`src/rtl/i4001_rom.sv`:
```
// 4001-style mask ROM with a 4-bit I/O port, sitting on the shared 4-bit CPU bus.
// It follows the 8-phase instruction cycle and snoops the bus for SRC, WRR and RDR.
module i4001_rom #(
  parameter logic [3:0] CHIP_ID = 4'h0
) (
  input  logic       clk,
  input  logic       rst,
  input  logic       sync,
  input  logic       cm_rom,
  input  logic [3:0] dbus_in,
  output logic [3:0] dbus_out,
  output logic       dbus_oe,
  input  logic [3:0] io_in,
  output logic [3:0] io_out,
  input  logic       prog_we,
  input  logic [7:0] prog_addr,
  input  logic [7:0] prog_data
);

  typedef enum logic [2:0] {
    PH_A1 = 3'd0, PH_A2 = 3'd1, PH_A3 = 3'd2, PH_M1 = 3'd3,
    PH_M2 = 3'd4, PH_X1 = 3'd5, PH_X2 = 3'd6, PH_X3 = 3'd7
  } phase_t;

  phase_t     phase_r, phase_nxt_s;
  logic       locked_r, selected_r, src_sel_r;
  logic       operand_r, pend_r;
  logic [3:0] addr_lo_r, addr_hi_r, opr_r, opa_r;
  logic [3:0] io_meta_r, io_sync_r;
  logic [7:0] rom_q_r;
  logic [7:0] rom [256];
  logic       rdr_s;

  // Opcodes whose following fetch is an operand byte (JCN, FIM, JUN, JMS, ISZ).
  function automatic logic is_two_word(input logic [3:0] opr, input logic [3:0] opa);
    case (opr)
      4'h1, 4'h4, 4'h5, 4'h7: is_two_word = 1'b1;
      4'h2:                   is_two_word = ~opa[0];
      default:                is_two_word = 1'b0;
    endcase
  endfunction

  // Next phase: sync marks X3 (or forces a resync), otherwise count round the cycle.
  always_comb begin
    phase_nxt_s = PH_A1;
    if (sync) begin
      phase_nxt_s = PH_A1;
    end else begin
      phase_nxt_s = phase_t'(phase_r + 3'd1);
    end
  end

  // Phase, lock, address/opcode capture, operand tracking and I/O port state.
  always_ff @(posedge clk) begin
    if (rst) begin
      phase_r    <= PH_A1;
      locked_r   <= 1'b0;
      selected_r <= 1'b0;
      src_sel_r  <= 1'b0;
      operand_r  <= 1'b0;
      pend_r     <= 1'b0;
      addr_lo_r  <= 4'h0;
      addr_hi_r  <= 4'h0;
      opr_r      <= 4'h0;
      opa_r      <= 4'h0;
      io_meta_r  <= 4'h0;
      io_sync_r  <= 4'h0;
      io_out     <= 4'h0;
    end else begin
      phase_r   <= phase_nxt_s;
      io_meta_r <= io_in;
      io_sync_r <= io_meta_r;
      if (sync) locked_r <= 1'b1;
      if (locked_r) begin
        case (phase_r)
          PH_A1: addr_lo_r <= dbus_in;
          PH_A2: addr_hi_r <= dbus_in;
          PH_A3: selected_r <= (dbus_in == CHIP_ID);
          PH_M1: opr_r <= dbus_in;
          PH_M2: begin
            opa_r  <= dbus_in;
            pend_r <= ~operand_r & is_two_word(opr_r, dbus_in);
          end
          PH_X2: begin
            if (cm_rom && !operand_r) begin
              if (opr_r == 4'h2 && opa_r[0]) begin
                src_sel_r <= (dbus_in == CHIP_ID);
              end else if (opr_r == 4'hE && opa_r == 4'h2 && src_sel_r) begin
                io_out <= dbus_in;
              end
            end
          end
          default: ;
        endcase
      end
      // The operand flag hands over at the fetch boundary; an aborted fetch clears it.
      if (sync) begin
        operand_r <= pend_r;
        pend_r    <= 1'b0;
      end
    end
  end

  // Host write port and A3 read; a same-edge write/read at one address returns the old byte.
  always_ff @(posedge clk) begin
    if (prog_we) rom[prog_addr] <= prog_data;
    if (locked_r && phase_r == PH_A3) rom_q_r <= rom[{addr_hi_r, addr_lo_r}];
  end

  assign rdr_s = cm_rom && !operand_r && src_sel_r && opr_r == 4'hE && opa_r == 4'hA;

  // Bus drive: ROM nibbles in M1/M2 when selected, port read-back in X2 of an RDR.
  always_comb begin
    dbus_out = 4'h0;
    dbus_oe  = 1'b0;
    if (locked_r) begin
      case (phase_r)
        PH_M1: begin
          if (selected_r) begin
            dbus_out = rom_q_r[7:4];
            dbus_oe  = 1'b1;
          end else begin
            dbus_oe  = 1'b0;
          end
        end
        PH_M2: begin
          if (selected_r) begin
            dbus_out = rom_q_r[3:0];
            dbus_oe  = 1'b1;
          end else begin
            dbus_oe  = 1'b0;
          end
        end
        PH_X2: begin
          if (rdr_s) begin
            dbus_out = io_sync_r;
            dbus_oe  = 1'b1;
          end else begin
            dbus_oe  = 1'b0;
          end
        end
        default: dbus_oe = 1'b0;
      endcase
    end else begin
      dbus_oe = 1'b0;
    end
  end

endmodule

```
`config.mk`:
```
export PLATFORM = sky130hd
export DESIGN_NAME = i4001_rom
export DESIGN_NICKNAME = d
export VERILOG_FILES = /design/src/rtl/i4001_rom.sv
export SDC_FILE = /design/constraint.sdc
export NUM_CORES = 2
export LEC_CHECK = 0
export BUFFER_PORTS_ARGS = -buffer_cell sky130_fd_sc_hd__buf_4
export CAP_MARGIN = 40
export CORE_MARGIN = 2
export CORE_UTILIZATION = 50
export DETAILED_ROUTE_END_ITERATION = 16
export HOLD_SLACK_MARGIN = 0.06
export PLACE_DENSITY = 0.66
export REMOVE_ABC_BUFFERS = 1
export SLEW_MARGIN = 20
export SYNTH_ARGS = -nofsm -noshare
export SYNTH_HDL_FRONTEND = slang
export SYNTH_SLANG_ARGS = --single-unit
```
`constraint.sdc`:
```
create_clock -name clk -period 4.6 [get_ports clk]
set_input_delay 0.46 -clock clk [delete_from_list [all_inputs] [get_ports clk]]
set_output_delay 0.46 -clock clk [all_outputs]
set_load 0.03 [all_outputs]
```
==> flow_summary.ini <==
[run_status]
status = finished clean

[floorplanning]
die_area_um2 = 166000
fp.dieH_um = 407.4
design.core.area_um2 = 162200
num_io_pins = 38
initial_core_util_pct = 50.16
placementRows = 148
die_x_um = 407.4

[finish]
final_area_um2 = 91880
area_delta_synth_final_pct = 12.93
fin_cells = 6465
nets = 4151
layout-drive-gt1-share_pct = 25.83

[placed_design]
pre_cts_slack_ns = 0.9579
dp_hpwl_mm = 125.0
globalplace.congestion = 0.8718
placed_area_um2 = 84640
io_buffers = 37
dp_cells = 5983

[timing]
final-setup-viol-count = 0
hold-worst-slack_ns = 0.2106
setup_ws_ns = 0.9394
drv_slew = 0
timing_hold_violations_final = 0
max_freq_mhz = 273.2
rsz0062_at_grt = false
finalCriticalPeriod_ns = 3.661
slew_headroom_pct = 25.01
final.period_utilization_pct = 79.58
tightestPinTransition_ns = 1.125
clock_skew_ns = 0.04145

[drt]
drtIter0Drc = 5399
post_drt_wl_per_cell_um = 31.07
antenna_left = 0
drt_pre_antenna_iters = 7
routed_wl_mm = 200.9
routed-via-count = 40550
via_per_inst = 6.273
drc_errors = 0

[global_routing]
antenna_found_initial = 6
grt.total_usage_pct = 24.15
grt_max_degree = 138
grt_pass1_vias = 39740
grt_overflow = 0
grt_pass1_wl_mm = 288.4

[setup_path]
critPathMaxFanout = 35
critPathMaxStageDelay_ns = 0.86
arrival_ns = 4.33
setup.worst_path.class = reg2reg
worst_path_most_repeated_cell = buf_4
cp-start-kind = flop
critPathSlowestCell = dfxtp_4
crit_chain = nand2b_2 -> buf_4 -> o221ai_1 -> o22ai_1 -> o32ai_1 -> a211oi_1 -> buf_4 -> nor4_2
cp-end-kind = flop
required_ns = 5.27

[pwr]
total_power_w = 0.03885
power.leakage_nw = 27.90
p_int_w = 0.03053
power.density_nw_per_um2 = 422.8
power_frac_comb_pct = 4.9
switching_share_pct = 21.41
peakVddDrop_mv = 0.3104
seqPwrFrac_pct = 54.1
power_frac_clock_pct = 41.1
power.switching_w = 0.008316

[logic_synthesis]
synth_area_leaders = edfxtp_1, mux4_2, mux2i_1, nor2_1, dfxtp_1
synth_top_cell_area_share_pct = 75.88
async_flop_share_pct = 0
synth-main-ff-cell = edfxtp_1
syn-cell-area_um2 = 81360
yosysMostFrequentCell = edfxtp_1
netlist_top_cells_count = edfxtp_1, mux4_2, nor2_1, mux2i_1, clkbuf_1
ys_ff_latch = 2092
synth_warnings = 0
ys_seq_area_share_pct = 76.77
synth_area_leader_cell = edfxtp_1
synth.distinct_cells = 51
synthCells = 3824
syn_avg_cell_area_um2 = 21.28
synth_edf_count = 2056

[clocking]
htree_levels = 4
clockRootBuffer = clkbuf_16
clk_pin_slew_ns = 0.06
ctsResizeCount = 0
cts_tree = built
clockBufferDepth = 3
clk-insertion-delay-late_ns = 0.85
clkSinkCount = 2092
numCtsBuffers = 203
post-cts-setup-buffer-count = 0

[worst_hold_path]
min_path_type = in2reg

[flow_run]
drv_cap = 0
==> metrics by stage <==
step / utilization [%] / setup TNS (ns)
finish: 56.64 / 0
global route: 56.64 / 0
CTS: 56.19 / 0
detailed placement: 52.18 / 0
global placement: 51.93 / 0
floorplan: - / -167.73
==> area by class of cell <==
| class | count | area, um2 |
|---|---|---|
| fill | 11930 | 70330 |
| timing repair buffer | 322 | 2923 |
| clock inverter | 126 | 1081 |
| tap | 2175 | 2721 |
| antenna | 1 | 2.502 |
| multi-input combinational | 1491 | 17370 |
| sequential | 2092 | 62480 |
| clock buffer | 251 | 5281 |
| inverter | 7 | 31.28 |
==> cells by family after synthesis <==
| logic type | after synthesis | share of synthesized area (%) |
|---|---|---|
| buf+inv | 241 | 1.899 |
| fa+ha+maj | 5 | 0.07689 |
| mux | 650 | 15.57 |
| compound gates | 306 | 2.790 |
| simple gates | 530 | 2.899 |
| flops | 2092 | 76.77 |
==> path summary, 6_finish.rpt <==
| kind | from | to | cells past startpoint | slack [ns] |
|---|---|---|---|---|
| worst max-delay path | addr_lo_r[2] | rom_q_r[7] | 8 | 0.94 |
| worst min-delay path | prog_data[2] | rom[92][2] | 1 | 0.21 |
| worst max register to register | addr_lo_r[2] | rom_q_r[7] | 8 | 0.94 |
| worst min register to register | io_meta_r[1] | io_sync_r[1] | 1 | 0.44 |
==> repair_timing <==
item	in CTS	in global routing
setup endpoints to repair	0	0
endpoints found under the hold margin	35	15
hold buffers	14	1
==> cells in the final DEF, fill, tap and decap left out, types with 15 or more instances in the layout <==
cell and instances:
edfxtp_1 2056, mux4_2 491, nor2_1 291, buf_4 247, clkbuf_16 204, mux2i_1 147
nand2_1 76, a21oi_1 54, nand3_1 53, clkinv_1 53, clkbuf_1 47, o221ai_1 46
a22oi_1 45, clkinv_2 41, nor2b_1 34, a211oi_1 33, dfxtp_1 31, o22ai_1 30
a22o_1 27, a221oi_1 26, buf_12 25, nor3_1 16, dlygate4sd3_1 15
==> flip-flops by register name, indices dropped and copies added (netlist names) <==
register	count
rom	2048
rom_q_r	8
addr_hi_r	4
addr_lo_r	4
io_meta_r	4
io_out	4
io_sync_r	4
opa_r	4
opr_r	4
phase_r	3
locked_r	1
operand_r	1
pend_r	1
selected_r	1
src_sel_r	1
==> metal layers <==
| layer | vias to the layer above | global-route usage (%) | part of all wire [%] |
|---|---|---|---|
| met5 | - | 0 | 0.013 |
| met4 | 4 | 6.960 | 2.7 |
| met3 | 320 | 5.944 | 9.8 |
| met2 | 2103 | 37.05 | 47 |
| met1 | 21530 | 34.78 | 40 |
| li1 | 16600 | - | - |
==> power by group through the flow <==
stage,registers (W),clock network [W],logic (W)
global route,0.0210,0.0169,0.00198
detailed placement,0.0214,0,0.00186
finish,0.0210,0.0159,0.00189
floorplan,0.0216,0,0.00160
CTS,0.0210,0.0162,0.00188
global placement,0.0214,0,0.00183
==> critical path: cells and delay by family, from the launching register on <==
family	cells	cell delay, ns
compound gates	4	1.36
buf+inv	2	0.54
flops	1	0.86
simple gates	2	0.72
(Power assumes the default switching activity.)
